==> src/rtl/store_drain_pkg.sv <==
// Shared types for the store drain path: access size encoding, drain entry, FSM states.
package store_drain_pkg;

  localparam int SD_XLEN  = 32;
  localparam int SD_POS_W = 4;

  typedef enum logic [1:0] {
    BYTE = 2'd0,
    HALF = 2'd1,
    WORD = 2'd2
  } mem_size_e;

  typedef struct packed {
    logic [SD_XLEN-1:0]  addr;
    logic [SD_XLEN-1:0]  data;
    mem_size_e           size;
    logic [SD_POS_W-1:0] pos;
  } store_drain_entry_t;

  typedef enum logic [1:0] {
    IDLE = 2'd0,
    REQ  = 2'd1,
    WAIT = 2'd2
  } drain_state_e;

endpackage

==> src/rtl/store_drain_fifo.sv <==
// Program-order circular buffer: up to N_WAY enqueues per cycle from lane 0, one pop per cycle.
// Exposes registered occupancy plus the head and the entry behind it for back-to-back issue.
module store_drain_fifo
  import store_drain_pkg::*;
#(
  parameter int N_WAY = 2,
  parameter int N_BUF = 4,
  localparam int PTR_W = $clog2(N_BUF),
  localparam int CNT_W = PTR_W + 1
) (
  input  logic                                 clock,
  input  logic                                 reset,
  input  logic               [N_WAY-1:0]       enq_vld,
  input  store_drain_entry_t [N_WAY-1:0]       enq_dat,
  input  logic                                 pop,
  output logic               [CNT_W-1:0]       count,
  output store_drain_entry_t                   head,
  output store_drain_entry_t                   head_nxt
);

  store_drain_entry_t mem_q [N_BUF];
  store_drain_entry_t mem_d [N_BUF];
  logic [PTR_W-1:0] wr_ptr_q, wr_ptr_d, rd_ptr_q, rd_ptr_d, nxt_ptr;
  logic [CNT_W-1:0] count_q, count_d, n_lead, n_take, allowed;
  logic             contig, run;

  always_comb begin
    n_lead = '0;
    run    = 1'b1;
    contig = 1'b1;
    for (int i = 0; i < N_WAY; i++) begin
      if (enq_vld[i]) begin
        if (run) n_lead = n_lead + CNT_W'(1);
        else     contig = 1'b0;
      end else begin
        run = 1'b0;
      end
    end
    // A pop in the same cycle frees the head slot, so a full buffer can still take one store.
    allowed = (CNT_W'(N_BUF) - count_q) + CNT_W'(pop);
    n_take  = (n_lead > allowed) ? allowed : n_lead;

    mem_d = mem_q;
    for (int i = 0; i < N_WAY; i++) begin
      if (CNT_W'(i) < n_take) mem_d[wr_ptr_q + PTR_W'(i)] = enq_dat[i];
    end
    wr_ptr_d = wr_ptr_q + n_take[PTR_W-1:0];
    rd_ptr_d = rd_ptr_q + PTR_W'(pop);
    count_d  = count_q + n_take - CNT_W'(pop);
    nxt_ptr  = rd_ptr_q + PTR_W'(1);
  end

  always_ff @(posedge clock) begin
    if (reset) begin
      wr_ptr_q <= '0;
      rd_ptr_q <= '0;
      count_q  <= '0;
    end else begin
      wr_ptr_q <= wr_ptr_d;
      rd_ptr_q <= rd_ptr_d;
      count_q  <= count_d;
    end
  end

  always_ff @(posedge clock) begin
    mem_q <= mem_d;
  end

  assign count    = count_q;
  assign head     = mem_q[rd_ptr_q];
  assign head_nxt = mem_q[nxt_ptr];

`ifndef SYNTHESIS
  a_contiguous_lanes : assert property (@(posedge clock) disable iff (reset) contig);
  a_no_overflow      : assert property (@(posedge clock) disable iff (reset) n_lead <= allowed);
  a_no_empty_pop     : assert property (@(posedge clock) disable iff (reset) pop |-> count_q != '0);
`endif

endmodule

==> src/rtl/store_drain_ctrl.sv <==
// Drains retired stores in program order to the D-cache write port, one write outstanding at a time.
// Optional STORE_DRAIN_STATS_EN adds saturating stall_cycles / drained_cnt counters.
module store_drain_ctrl
  import store_drain_pkg::*;
#(
  parameter int N_WAY = 2,
  parameter int N_BUF = 4,
  parameter int XLEN  = SD_XLEN,
  parameter int POS_W = SD_POS_W,
  localparam int CNT_W = $clog2(N_BUF) + 1
) (
  input  logic                     clock,
  input  logic                     reset,
  input  logic [N_WAY-1:0]         ret_valid,
  input  logic [N_WAY*XLEN-1:0]    ret_addr,
  input  logic [N_WAY*XLEN-1:0]    ret_data,
  input  logic [N_WAY*2-1:0]       ret_size,
  input  logic [N_WAY*POS_W-1:0]   ret_pos,
  output logic [CNT_W-1:0]         free_slots,
  output logic                     dc_req_valid,
  output logic [XLEN-1:0]          dc_req_addr,
  output logic [XLEN-1:0]          dc_req_data,
  output logic [1:0]               dc_req_size,
  input  logic                     dc_req_ready,
  input  logic                     dc_resp_done,
  output logic                     cmp_valid,
  output logic [POS_W-1:0]         cmp_pos,
  output logic                     busy
`ifdef STORE_DRAIN_STATS_EN
  ,
  output logic [31:0]              stall_cycles,
  output logic [31:0]              drained_cnt
`endif
);

  store_drain_entry_t [N_WAY-1:0] ret_ent;
  store_drain_entry_t             head, head_nxt, req_q, req_d;
  drain_state_e                   state_q, state_d;
  logic [CNT_W-1:0]               count;
  logic                           req_vld_q, req_vld_d, cmp_vld_q, cmp_vld_d, pop;
  logic [POS_W-1:0]               cmp_pos_q, cmp_pos_d;

  always_comb begin
    ret_ent = '0;
    for (int i = 0; i < N_WAY; i++) begin
      ret_ent[i].addr = ret_addr[i*XLEN +: XLEN];
      ret_ent[i].data = ret_data[i*XLEN +: XLEN];
      ret_ent[i].size = mem_size_e'(ret_size[i*2 +: 2]);
      ret_ent[i].pos  = ret_pos[i*POS_W +: POS_W];
    end
  end

  store_drain_fifo #(.N_WAY(N_WAY), .N_BUF(N_BUF)) u_fifo (
    .clock    (clock),
    .reset    (reset),
    .enq_vld  (ret_valid),
    .enq_dat  (ret_ent),
    .pop      (pop),
    .count    (count),
    .head     (head),
    .head_nxt (head_nxt)
  );

  always_comb begin
    state_d   = state_q;
    req_d     = req_q;
    req_vld_d = req_vld_q;
    cmp_vld_d = 1'b0;
    cmp_pos_d = cmp_pos_q;
    pop       = 1'b0;
    unique case (state_q)
      IDLE: if (count != '0) begin
        req_d     = head;
        req_vld_d = 1'b1;
        state_d   = REQ;
      end
      REQ: if (dc_req_ready) begin
        req_vld_d = 1'b0;
        state_d   = WAIT;
      end
      WAIT: if (dc_resp_done) begin
        // Head stays buffered until the write completes so its SQ slot is only freed then.
        pop       = 1'b1;
        cmp_vld_d = 1'b1;
        cmp_pos_d = head.pos;
        if (count > CNT_W'(1)) begin
          req_d     = head_nxt;
          req_vld_d = 1'b1;
          state_d   = REQ;
        end else begin
          state_d   = IDLE;
        end
      end
      default: state_d = IDLE;
    endcase
  end

  always_ff @(posedge clock) begin
    if (reset) begin
      state_q   <= IDLE;
      req_q     <= '0;
      req_vld_q <= 1'b0;
      cmp_vld_q <= 1'b0;
      cmp_pos_q <= '0;
    end else begin
      state_q   <= state_d;
      req_q     <= req_d;
      req_vld_q <= req_vld_d;
      cmp_vld_q <= cmp_vld_d;
      cmp_pos_q <= cmp_pos_d;
    end
  end

  assign free_slots   = CNT_W'(N_BUF) - count;
  assign dc_req_valid = req_vld_q;
  assign dc_req_addr  = req_q.addr;
  assign dc_req_data  = req_q.data;
  assign dc_req_size  = req_q.size;
  assign cmp_valid    = cmp_vld_q;
  assign cmp_pos      = cmp_pos_q;
  assign busy         = (count != '0) || (state_q != IDLE);

`ifdef STORE_DRAIN_STATS_EN
  logic [31:0] stall_cycles_q, stall_cycles_d, drained_cnt_q, drained_cnt_d;

  always_comb begin
    stall_cycles_d = stall_cycles_q;
    drained_cnt_d  = drained_cnt_q;
    if (state_q == REQ && !dc_req_ready && stall_cycles_q != '1) stall_cycles_d = stall_cycles_q + 32'd1;
    if (cmp_vld_d && drained_cnt_q != '1) drained_cnt_d = drained_cnt_q + 32'd1;
  end

  always_ff @(posedge clock) begin
    if (reset) begin
      stall_cycles_q <= '0;
      drained_cnt_q  <= '0;
    end else begin
      stall_cycles_q <= stall_cycles_d;
      drained_cnt_q  <= drained_cnt_d;
    end
  end

  assign stall_cycles = stall_cycles_q;
  assign drained_cnt  = drained_cnt_q;
`endif

`ifndef SYNTHESIS
  // A completion landing one cycle after reset is a leftover from the abandoned write.
  a_no_stray_resp : assert property (@(posedge clock) disable iff (reset)
                                     (dc_resp_done && !$past(reset)) |-> state_q == WAIT);
`endif

endmodule
==> config.mk <==
export PLATFORM = sky130hd
export DESIGN_NAME = store_drain_ctrl
export DESIGN_NICKNAME = d
export VERILOG_FILES = /design/src/rtl/store_drain_pkg.sv /design/src/rtl/store_drain_fifo.sv /design/src/rtl/store_drain_ctrl.sv
export SDC_FILE = /design/constraint.sdc
export NUM_CORES = 1
export LEC_CHECK = 0
export CAP_MARGIN = 10
export CORE_AREA = 2 2 239 241
export DETAILED_ROUTE_END_ITERATION = 7
export DIE_AREA = 0 0 241 243
export GPL_ROUTABILITY_DRIVEN = 0
export PLACE_DENSITY_LB_ADDON = 0.05
export SYNTH_ARGS = -nofsm -noshare
export SYNTH_HDL_FRONTEND = slang
export SYNTH_SLANG_ARGS = --single-unit
==> constraint.sdc <==
create_clock -name clock -period 4.3 [get_ports clock]
set_clock_uncertainty 0.05 [all_clocks]
set_input_delay 0.86 -clock clock [delete_from_list [all_inputs] [get_ports clock]]
set_output_delay 0.86 -clock clock [all_outputs]
set_load 0.05 [all_outputs]
Yosys cells after proc, flatten, opt, wreduce, memory -nomap -nowiden
Index checks and enable logic that the tools add are counted.
{"block": "classes", "magnitude_cmp": 10, "addsub": 9, "eq_ne": 6, "div": 0, "reduce_logical": 12, "n_shift": 0, "mul": 0, "muxes": 35, "bitwise_logic": 4}
{"operator": "two-way mux 70 bit", "count": 9}
{"operator": "bitwise mux 280 bit", "count": 2}
{"operator": "two-way mux 280 bit", "count": 2}
{"operator": "binary-select mux 70 bit (select 2 bit)", "count": 2}
{"operator": "demux 70 bit (select 2 bit)", "count": 2}
{"operator": "case mux 70 bit (2 select lines)", "count": 1}
{"operator": "greater-or-equal comparator 3 bit, second input constant", "count": 4}
{"operator": "NOT 2 -> 3 bit", "count": 4}
{"operator": "two-way mux 1 bit", "count": 9}
{"operator": "two-way mux 3 bit", "count": 3}
{"operator": "inequality test 2 bit, second input constant", "count": 4}
{"operator": "< comparator 1 x 3 -> 1 bit, first input constant", "count": 2}
{"operator": "< comparator 3 x 1 -> 1 bit, second input constant", "count": 2}
{"operator": "two-way mux 2 bit", "count": 3}
{"operator": "case mux 2 bit (3 select lines)", "count": 1}
{"operator": "nonzero test 3 bit", "count": 2}
{"operator": "AND reduction 5 bit", "count": 1}
{"operator": "adder 2 x 1 -> 2 bit, second input constant", "count": 2}
{"operator": "AND reduction 4 bit", "count": 1}
{"operator": "nonzero test 2 bit", "count": 2}
{"operator": "adder 3 x 1 -> 3 bit", "count": 1}
{"operator": "adder 3 bit", "count": 1}
{"operator": "> comparator 3 x 1 -> 1 bit, second input constant", "count": 1}
{"operator": "> comparator 3 bit", "count": 1}
{"operator": "other kinds (13)", "count": 14}
{"block": "totals", "latch_bits": 0, "rom_bits": 0, "n_memories": 0, "register_bits": 361, "out_inout_bits": 76, "mem_bits_rw": 0, "word_cells": 102}

Depth between registers and ports, before layout
Gate-level depths: netlist of the first run.
{"block": "depth", "ltp_word": 10, "mapped_depth": 17, "ltp_nobuf": 16}

Hierarchy
From an unflattened synthesis of the first run, not the netlist that was laid out.
{"block": "unflattened", "cells_unflattened": 2098, "area_unflattened_um2": 18422.7}
{"module": "store_drain_fifo", "seq_area_each_um2": 5745.5, "instances": 1, "area_each_um2": 15165.8, "cells_per_inst": 1757}
{"module": "store_drain_ctrl", "seq_area_each_um2": 1481.4, "instances": 1, "area_each_um2": 3256.9, "cells_per_inst": 341}

Least setup slack after synthesis of the first run
OpenSTA, ideal clock, no wires.
{"block": "synth_timing", "kind": "input -> register", "from": "input port dc_resp_done", "to": "register u_fifo.count_q[2], in the netlist u_fifo.count[2]", "arrival_ns": 3.970, "setup_slack_ns": 0.152, "required_ns": 4.122, "path_stages": 16, "n_path_buf": 2, "setup_ns": 0.128, "cell_sequence": "nand2_2 > inv_1 > ha_1 > ha_1 > inv_1 > ha_1 > nor2b_1 > o211ai_1 > mux2i_1 > buf_2 > buf_2 > ha_1 > fa_1 > xnor2_1 > xnor2_1 > nor2_1"}
{"block": "synth_between", "elab_chain_cells": 7}
{"item": "start, declared", "line_no": "store_drain_ctrl.sv:25", "text": "input logic dc_resp_done,"}
{"item": "two-way mux 1 bit *", "line_no": "store_drain_ctrl.sv:81", "text": "WAIT: if (dc_resp_done) begin"}
{"item": "two-way mux 1 bit *"}
{"item": "adder 3 x 1 -> 3 bit", "line_no": "store_drain_fifo.sv:40", "text": "allowed = (CNT_W'(N_BUF) - count_q) + CNT_W'(pop);"}
{"item": "> comparator 3 bit", "line_no": "store_drain_fifo.sv:41", "text": "n_take = (n_lead > allowed) ? allowed : n_lead;"}
{"item": "two-way mux 3 bit", "line_no": "store_drain_fifo.sv:41"}
{"item": "adder 3 bit", "line_no": "store_drain_fifo.sv:49", "text": "count_d = count_q + n_take - CNT_W'(pop);"}
{"item": "subtractor 3 x 1 -> 3 bit *", "line_no": "store_drain_fifo.sv:49"}
{"item": "end signal, assigned", "line_no": "store_drain_fifo.sv:61", "text": "count_q <= count_d;"}
{"item": "end, declared", "line_no": "store_drain_fifo.sv:24", "text": "logic [CNT_W-1:0] count_q, count_d, n_lead, n_take, allowed;"}
Mark *: on every way between the ends. The rest lies on a longest branch, timed or not.
A chain may end at the register's enable or synchronous reset.

Worst setup path after layout of the first run
Same ends and word-level chain as after synthesis.

==> results of run 1 <==
==> power by group through the flow <==
stage,sequential [W],combinational (W),clock [W]
finish,0.00622,0.0100,0.00357
CTS,0.00620,0.0100,0.00368
floorplan,0.00704,0.00604,0
global placement,0.00620,0.00984,0
global route,0.00643,0.0108,0.00382
detailed placement,0.00627,0.0100,0
==> layer usage <==
layer	GRT usage [%]	part of all wire, %	wire, µm	vias up
met5	0	0.012	8	-
met4	6.46	1.8	1250	2
met3	2.93	4.7	3280	90
met2	38.6	48	33000	488
met1	30.7	46	31700	8665
li1	-	-	-	8488
==> final cells by class <==
cell class              instances  area [µm²]
clock inverters                 6        51.3
flip-flops and latches        361        7230
diodes                          2        5.00
well taps                     756         946
clock buffers                  69        1300
inverters                       9        33.8
fillers                      5612       32300
repair buffers                279        3080
multi-input cells            1589       11000
==> cells in the final DEF (no fill, tap or decap), types with 4 or more instances in the layout <==
cell type	n
dfxtp_1	359
a21oi_1	356
mux2i_1	347
nor3_1	345
clkdlybuf4s50_1	220
nand2_1	142
nand3b_1	66
a211o_1	65
o311ai_0	65
o31ai_1	65
a221o_1	65
clkbuf_16	45
buf_12	35
buf_4	24
clkbuf_1	16
ha_1	12
nor2_1	11
inv_1	9
clkbuf_8	8
nor2b_1	5
or2_4	5
xnor2_1	5
nand3_4	4
mux4_2	4
==> final timing paths <==
path,end,slack (ns)
setup / recovery,u_fifo.count[2],0.57
hold reg to reg,dc_req_data[4],0.40
hold / removal,dc_req_data[4],0.40
setup reg to reg,u_fifo.count[2],0.75
==> kinds of logic after synthesis <==
logic type / after synthesis / synth area share, %
AO/OA/AOI/OAI: 629 / 21.5
AND/OR/NAND/NOR: 589 / 15.3
flip-flops: 361 / 37.4
multiplexers: 352 / 18.5
buffers and inverters: 263 / 6.24
adder cells (fa/ha/maj): 13 / 0.880
XOR/XNOR: 6 / 0.272
==> cells in the mapped netlist, drive strengths merged <==
library cell | instances | share of area, %
nor3 | 345 | 8.9
dfxtp | 361 | 37
a21oi | 356 | 9.2
a21o | 1 | 0.039
buf | 133 | 3.7
a221oi | 1 | 0.045
o32a | 1 | 0.052
nor2 | 11 | 0.21
a211o | 65 | 2.9
o22a | 1 | 0.045
clkbuf | 121 | 2.3
o2111ai | 1 | 0.045
a221o | 65 | 3.4
o211ai | 2 | 0.078
xnor2 | 5 | 0.23
nor2b | 6 | 0.23
nor3b | 1 | 0.039
and2 | 1 | 0.032
mux4 | 4 | 0.47
a211oi | 1 | 0.039
o311ai | 65 | 2.9
o31ai | 65 | 2.5
o21ai | 3 | 0.078
o21a | 1 | 0.039
ha | 12 | 0.78
fa | 1 | 0.10
or2 | 5 | 0.16
o2bb2ai | 1 | 0.045
nand3b | 66 | 2.6
nand3 | 5 | 0.13
mux2i | 348 | 18
nand2b | 5 | 0.16
inv | 9 | 0.17
nand2 | 144 | 2.8
xor2 | 1 | 0.045
==> registers in the layout, summed over array words and instances (netlist names) <==
signal	flops
dc_req_data	32
dc_req_addr	32
u_fifo.count	3
state_q	2
u_fifo.rd_ptr_q	2
u_fifo.mem_q	280
dc_req_size	2
cmp_valid	1
cmp_pos	4
u_fifo.wr_ptr_q	2
dc_req_valid	1
==> stage by stage <==
step,utilization [%],total power [W],instances
final,42.3,0.0198,3071
after global routing,42.3,0.0211,3071
after CTS,42.3,0.0199,3069
after detailed placement,39.9,0.0163,2994
after global placement,39.9,0.0160,2994
after floorplan,-,0.0131,2213
==> tightest hold or removal path, cell delays in order (launching register included) <==
cell     delay [ns]
dfxtp_1        0.30
nand2_1        0.05
a21oi_1        0.05
==> metrics.csv, run 1 <==
stage,metric,value,unit
clock_tree,cts.sinks,361,
sta,rsz0062_at_grt,false,
routing,ant_nets,0,
critical_path,critPathArrivalTime,4.11,ns
global_route,grt_max_degree,205,
global_route,grtUsageTotal,23.0,%
floorplanning,die_width,241,µm
power_and_ir_drop,swShare,42.2,%
final_layout,fin_nets,2443,
yosys,yosys_warnings,0,
power_and_ir_drop,pwr-share-clk,18.0,%
power_and_ir_drop,cell_internal_pwr,0.0115,W
global_route,antenna_found_initial,3,
power_and_ir_drop,p_sw,0.00835,W
clock_tree,root_buffer,clkbuf_16,
placement,place_ws,-0.00231,ns
sta,tightest_slew,1.05,ns
global_route,first_global_vias,17245,
clock_tree,insertion_delay,0.57,ns
critical_path,reg2regPathDepth,15,
placement,hpwl,40.5,mm
yosys,syn_area_per_cell,8.74,µm²
sta,hold_slack,0.401,ns
yosys,synth_seq_cells,361,
sta,setup_viol,0,
outcome,status,"finished, final reports clean",
yosys,syn-num-nets,2372,
critical_path,critPathSlowestCell,clkdlybuf4s50_1,
clock_tree,h-tree-depth,2,
final_layout,fin_area,0.0237,mm²
run,max_cap_violations,0,
routing,dr.pass1.iters,8,
critical_path,crit_cells,17,
routing,drc_errors,0,
clock_tree,post-cts-setup-buffers,0,
sta,fmax,268,MHz
sta,setup_ws,0.566,ns
critical_path,max_stage_delay,0.47,ns
clock_tree,cts_inserted_buffers,44,
routing,drt_iter0_markers,1091,
floorplanning,fp.coreArea,0.0560,mm²
final_layout,area.growth.synth_to_final,22.3,%
routing,via_per_inst,5.77,
floorplanning,fp.dieH,243,µm
floorplanning,start_util,34.6,%
yosys,synth_area,0.0193,mm²
routing,vias,17733,
power_and_ir_drop,peakVddDrop,0.357,mV
clock_tree,cts_hold_buf,0,
sta,period_needed,3.73,ns
critical_path,critPathMaxFanout,2,
sta,drv_slew,0,
floorplanning,boundaryPins,222,
hold_path,hp-class,reg -> reg,
critical_path,critPathTopFamily,adder cells,
routing,wl_per_cell,22.5,µm
critical_path,critical_path_class,in -> reg,
yosys,synth_cells,2213,
sta,setup_tns,0,ns
clock_tree,path_clk_slew,0.06,ns
critical_path,r2r_start,u_fifo.count[0],
power_and_ir_drop,total_leakage_power,9.76,nW
hold_path,min_delay_path_depth,2,
placement,placed_cell_area,0.0223,mm²
critical_path,crit_chain,"clkdlybuf4s50_1, nand2_2, inv_1, ha_1, ha_1, inv_1, ha_1, nor2b_1, o211ai_1, buf_4, mux2i_1, ha_1, inv_1, fa_1, xnor2_1, xnor2_1, nor2_1",
power_and_ir_drop,seqPwrFrac,31.4,%
sta,slew_headroom,29.7,%
clock_tree,tritoncts,built,
yosys,yosysSeqAreaShare,37.4,%
critical_path,cp_num_buf_inv,5,
power_and_ir_drop,combPwrFrac,50.6,%
critical_path,crit_path_start,dc_resp_done,
critical_path,required,4.67,ns
critical_path,start_kind,input port,
hold_path,min-delay-start,dc_req_data[4],
global_route,grt-ovfl-total,0,
placement,io_buffers,221,
floorplanning,num_rows,87,
critical_path,endpoint_kind,flip-flop,
yosys,synth_cell_types,41,
routing,drt-total-wl,69.2,mm
critical_path,cpMostUsedCell,ha_1,
global_route,grt_first_pass_wirelength,105,mm
final_layout,drive_gt1_share,5.97,%
clock_tree,cts_buffer_depth,3,
power_and_ir_drop,powerDensity,837,mW/mm²
floorplanning,die_area,0.0586,mm²
clock_tree,post_cts_resized,0,
sta,post-route-period-util,86.8,%
sta,hold_violations,0,
Power figures use the tool's default switching activity.
==> inputs of run 2 (changes only) <==
Clock period 4.3 ns to 3.8 ns, I/O delays scaled along.
==> run 2 against run 1 <==
Utilization increased by 0.70 points. Via count increased by 0.52%. Worst hold slack lost 0.00091 ns. Total power up 15%. Sequential cell count unchanged. Wire length is 0.81% lower. Critical path depth unchanged. Combinational power is 14% higher. Cell area grew 1.7%. Clock power grew 20%. Critical endpoint unchanged. Highest routed layer unchanged.
==> metrics.csv, run 2 (synthesized netlist as in run 1, its figures left out) <==
stage,metric,value,unit
clock_tree,tritoncts,built,
critical_path,reg2regPathDepth,14,
clock_tree,root_buffer,clkbuf_16,
sta,fmax,287,MHz
final_layout,drive_gt1_share,7.60,%
routing,ant_nets,0,
sta,hold_violations,0,
sta,slew_headroom,34.9,%
final_layout,stdcell_count,3113,
power_and_ir_drop,total_leakage_power,9.96,nW
sta,post-route-period-util,91.7,%
clock_tree,h-tree-depth,2,
floorplanning,start_util,34.6,%
run,max_cap_violations,0,
routing,via_per_inst,5.73,
critical_path,critPathMaxFanout,3,
critical_path,start_kind,input port,
sta,drv_slew,0,
sta,setup_ws,0.316,ns
sta,rsz0062_at_grt,false,
routing,vias,17825,
critical_path,required,4.21,ns
clock_tree,post_cts_resized,0,
clock_tree,post-cts-setup-buffers,0,
final_layout,top_register,u_fifo.mem_q,
final_layout,postLayoutCoreUtil,43.0,%
final_layout,layout_commonest_cell,dfxtp_1,
routing,drt_iter0_markers,849,
floorplanning,boundaryPins,222,
routing,dr.pass1.iters,6,
global_route,grt_max_degree,101,
global_route,grt_first_pass_wirelength,104,mm
critical_path,critPathArrivalTime,3.90,ns
sta,period_needed,3.48,ns
power_and_ir_drop,peakVddDrop,0.771,mV
floorplanning,num_rows,87,
final_layout,fin_nets,2476,
power_and_ir_drop,powerDensity,946,mW/mm²
placement,io_buffers,221,
routing,drt-total-wl,68.7,mm
clock_tree,insertion_delay,0.58,ns
clock_tree,path_clk_slew,0.06,ns
final_layout,nFillCells,5613,
placement,placed_cells,3025,
final_layout,area.growth.synth_to_final,24.4,%
global_route,grt-ovfl-total,0,
global_route,antenna_found_initial,5,
final_layout,final_cell_mix,"dfxtp_1 (359), a21oi_1 (356), mux2i_1 (347), nor3_1 (345), clkdlybuf4s50_1 (220)",
clock_tree,cts_inserted_buffers,46,
critical_path,rrSetupSlack,0.42,ns
critical_path,endpoint_kind,flip-flop,
final_layout,largest_reg_flops,280,
sta,tightest_slew,0.977,ns
floorplanning,fp.dieH,243,µm
routing,drc_errors,0,
global_route,grtUsageTotal,22.8,%
clock_tree,cts_hold_buf,0,
outcome,status,"finished, final reports clean",
clock_tree,cts_buffer_depth,3,
clock_tree,cts.sinks,361,
placement,place_ws,-0.272,ns
global_route,first_global_vias,17444,
floorplanning,die_width,241,µm
floorplanning,fp.coreArea,0.0560,mm²
hold_path,min_delay_path_depth,2,
placement,hpwl,41.4,mm
floorplanning,die_area,0.0586,mm²
hold_path,hp-class,reg -> reg,
sta,setup_viol,0,
routing,wl_per_cell,22.1,µm
critical_path,critical_path_class,in -> reg,
## run 2: final timing paths
path,from,endpoint
min,dc_req_addr[15],dc_req_addr[15]
max reg2reg,u_fifo.count[0],u_fifo.count[2]
min reg2reg,dc_req_addr[15],dc_req_addr[15]
max,dc_resp_done,u_fifo.count[2]
## run 2: metrics by stage
stage          setup TNS, ns  total power, W  hold WS, ns  instance area, µm²
5_1_grt                    0          0.0242        0.420               24100
4_1_cts                    0          0.0229        0.405               24000
3_3_place_gp          -30.43          0.0182        0.393               22600
6_report                   0          0.0227        0.400               24100
3_5_place_dp          -34.42          0.0185        0.397               22600
2_1_floorplan              0          0.0149        0.425               19400
## run 2: layer usage
| layer | vias up | track usage, % | share of wire, % | wire length (µm) |
|---|---|---|---|---|
| met2 | 441 | 37.8 | 47 | 32300 |
| met4 | 4 | 6.39 | 2.2 | 1530 |
| met1 | 8718 | 30.3 | 46 | 31500 |
| li1 | 8557 | - | - | - |
| met5 | - | 0 | 0.034 | 23 |
| met3 | 105 | 4.00 | 4.8 | 3280 |
## run 2: critical path, cell delays in order
cell and delay, ns:
clkdlybuf4s50_1 0.40, buf_4 0.17, nand2_8 0.06, inv_4 0.03, ha_1 0.17, ha_1 0.31
inv_2 0.07, ha_4 0.19, nor2b_1 0.14, o211ai_1 0.17, buf_4 0.16, mux2i_4 0.25
ha_4 0.23, fa_2 0.40, xnor2_2 0.15, xnor2_1 0.17, nor2_1 0.05
## run 2: power by group
group          switching, W  internal, W  leakage, nW
combinational       0.00659      0.00482         6.22
sequential          0.00122      0.00584         3.03
clock               0.00172      0.00256        0.705
total               0.00953       0.0132         9.96
## run 2: final cells by class
cell class,count,area (µm²),share of cell area [%]
Multi-Input combinational cell,1589,11100,46.0
Sequential cell,361,7230,30.1
Tap cell,756,946,3.93
Clock inverter,1,7.51,0.0312
Clock buffer,84,1460,6.06
Timing Repair Buffer,310,3300,13.7
Antenna cell,3,7.51,0.0312
Inverter,9,36.3,0.151
==> inputs of run 3 (changes only) <==
Settings changed: CORE_AREA 2 2 239 241 to 2 2 188 190, DIE_AREA 0 0 241 243 to 0 0 190 192.
==> run 3 against run 2 <==
Clock power decreased by 11%. Combinational power about the same. Maximum frequency decreased by 4.4%. Critical path type unchanged. Worst hold slack improved by 0.00076 ns. Via count increased by 1.2%. Die area decreased by 38%. Clock-buffer cell count decreased by 27. Wire length decreased by 13%. Cell count decreased by 11%.
==> metrics.csv, run 3 (synthesized netlist as in run 1, its figures left out) <==
stage,metric,value,unit
clock_tree,root_buffer,clkbuf_16,
critical_path,critPathMaxFanout,148,
placement,place_ws,-0.302,ns
final_layout,postLayoutCoreUtil,67.9,%
sta,hold_violations,0,
hold_path,min_to,dc_req_addr[21],
critical_path,r2r_start,state_q[0],
final_layout,largest_reg_flops,280,
sta,setup_tns,0,ns
final_layout,area.growth.synth_to_final,20.3,%
sta,rsz0062_at_grt,false,
critical_path,reg2regPathDepth,15,
critical_path,rrSetupSlack,0.34,ns
routing,dr.pass1.iters,8,
routing,drt-total-wl,59.7,mm
final_layout,top_register,u_fifo.mem_q,
final_layout,final_cell_mix,"dfxtp_1 (359), a21oi_1 (356), mux2i_1 (347), nor3_1 (345), clkdlybuf4s50_1 (220)",
clock_tree,cts_hold_buf,0,
global_route,grt-ovfl-total,0,
sta,period_needed,3.64,ns
critical_path,critical_path_class,in -> reg,
sta,drv_slew,0,
clock_tree,tritoncts,built,
final_layout,seq_area,0.00723,mm²
floorplanning,die_area,0.0365,mm²
clock_tree,insertion_delay,0.54,ns
floorplanning,start_util,56.4,%
critical_path,critPathArrivalTime,4.05,ns
global_route,grt_max_degree,184,
hold_path,hp-class,reg -> reg,
routing,drc_errors,0,
clock_tree,path_clk_slew,0.06,ns
routing,vias,18031,
routing,via_per_inst,6.50,
critical_path,r2r-end,u_fifo.mem_q[142],
sta,tightest_slew,1.11,ns
sta,post-route-period-util,95.9,%
critical_path,endpoint_kind,flip-flop,
power_and_ir_drop,total_leakage_power,9.75,nW
critical_path,crit_chain,"clkdlybuf4s50_1, nand2_8, inv_4, ha_1, ha_1, inv_2, ha_4, nor2b_1, o211ai_1, buf_4, mux2i_4, buf_4, buf_16, nor3_1, a21oi_1",
power_and_ir_drop,peakVddDrop,0.696,mV
sta,setup_ws,0.156,ns
power_and_ir_drop,powerDensity,948,mW/mm²
critical_path,max_stage_delay,0.52,ns
floorplanning,num_rows,68,
floorplanning,die_width,190,µm
clock_tree,cts_buffer_depth,3,
final_layout,drive_gt1_share,6.82,%
sta,setup_viol,0,
run,max_cap_violations,0,
clock_tree,cts.sinks,361,
floorplanning,boundaryPins,222,
final_layout,multi_input_area,0.0110,mm²
critical_path,critPathSlowestCell,clkdlybuf4s50_1,
final_layout,fin_nets,2446,
floorplanning,fp.coreArea,0.0343,mm²
hold_path,min_delay_path_depth,2,
outcome,status,"finished, final reports clean",
hold_path,min-delay-start,dc_req_addr[21],
placement,placed_cell_area,0.0220,mm²
final_layout,nFillCells,2804,
sta,fmax,274,MHz
global_route,grtUsageTotal,31.8,%
placement,hpwl,34.3,mm
critical_path,start_kind,input port,
clock_tree,h-tree-depth,2,
routing,ant_nets,0,
critical_path,cp_num_buf_inv,6,
clock_tree,cts_inserted_buffers,41,
critical_path,required,4.21,ns
global_route,first_global_vias,17331,
routing,drt_iter0_markers,1456,
power_and_ir_drop,p_total,0.0221,W
critical_path,critPathTopFamily,buffers and inverters,
placement,io_buffers,221,
final_layout,fin_area,0.0233,mm²
sta,slew_headroom,26.1,%
final_layout,layout_commonest_cell,dfxtp_1,
routing,wl_per_cell,21.5,µm
floorplanning,fp.dieH,192,µm
global_route,grt_first_pass_wirelength,93.1,mm
global_route,antenna_found_initial,3,
run 3: report_power, final:
group	switching (W)	leakage, nW	internal [W]
logic	0.00644	6.09	0.00476
clock network	0.00160	0.638	0.00221
registers	0.00122	3.03	0.00584
run 3: worst reg2reg max path, delay by kind of cell, from the launching register on:
family                   cells  cell delay, ns
AND/OR/NAND/NOR              4            0.73
AO/OA/AOI/OAI                2            0.34
adder cells (fa/ha/maj)      3            0.68
flip-flops                   1            0.48
multiplexers                 1            0.25
buffers and inverters        5            0.87
run 3: timing repair:
| item | 4_1_cts | 5_1_grt |
|---|---|---|
| buffers inserted | 0 | 0 |
| gates resized for setup | 0 | 1 |
| endpoints found under the setup margin | 0 | 1 |
run 3: routing by layer:
layer / wire [µm] / GRT usage [%] / share of wire (%)
met5: 0 / 0 / 0
met4: 1420 / 12.3 / 2.4
met2: 28600 / 53.4 / 48
met1: 25000 / 40.6 / 42
met3: 4720 / 5.74 / 7.9
run 3: how the worst max path moves through the flow:
stage / start / to / slack [ns] / cells past startpoint
2_1_floorplan: u_fifo.count[0] / u_fifo.count[2] / 0.007 / 15
3_3_place_gp: dc_resp_done / u_fifo.count[2] / -0.29 / 16
3_5_place_dp: dc_resp_done / u_fifo.mem_q[12] / -0.30 / 15
4_1_cts: dc_resp_done / u_fifo.mem_q[131] / 0.22 / 15
5_1_grt: dc_resp_done / u_fifo.mem_q[201] / 0.01 / 15
6_report: dc_resp_done / u_fifo.mem_q[142] / 0.16 / 15
run 3: through the flow:
step           hold slack (ns)  std cells
2_1_floorplan            0.425       2213
3_3_place_gp             0.393       2699
3_5_place_dp             0.397       2699
4_1_cts                  0.404       2771
5_1_grt                  0.418       2772
6_report                 0.401       2774
run 3: area by class of cell:
| cell class | instances | share of cell area, % |
|---|---|---|
| inverter | 9 | 0.156 |
| tap | 455 | 2.45 |
| timing repair buffer | 285 | 13.3 |
| multi-input combinational | 1589 | 47.5 |
| sequential | 361 | 31.1 |
| clock buffer | 57 | 5.01 |
| antenna | 3 | 0.0323 |
| clock inverter | 15 | 0.473 |
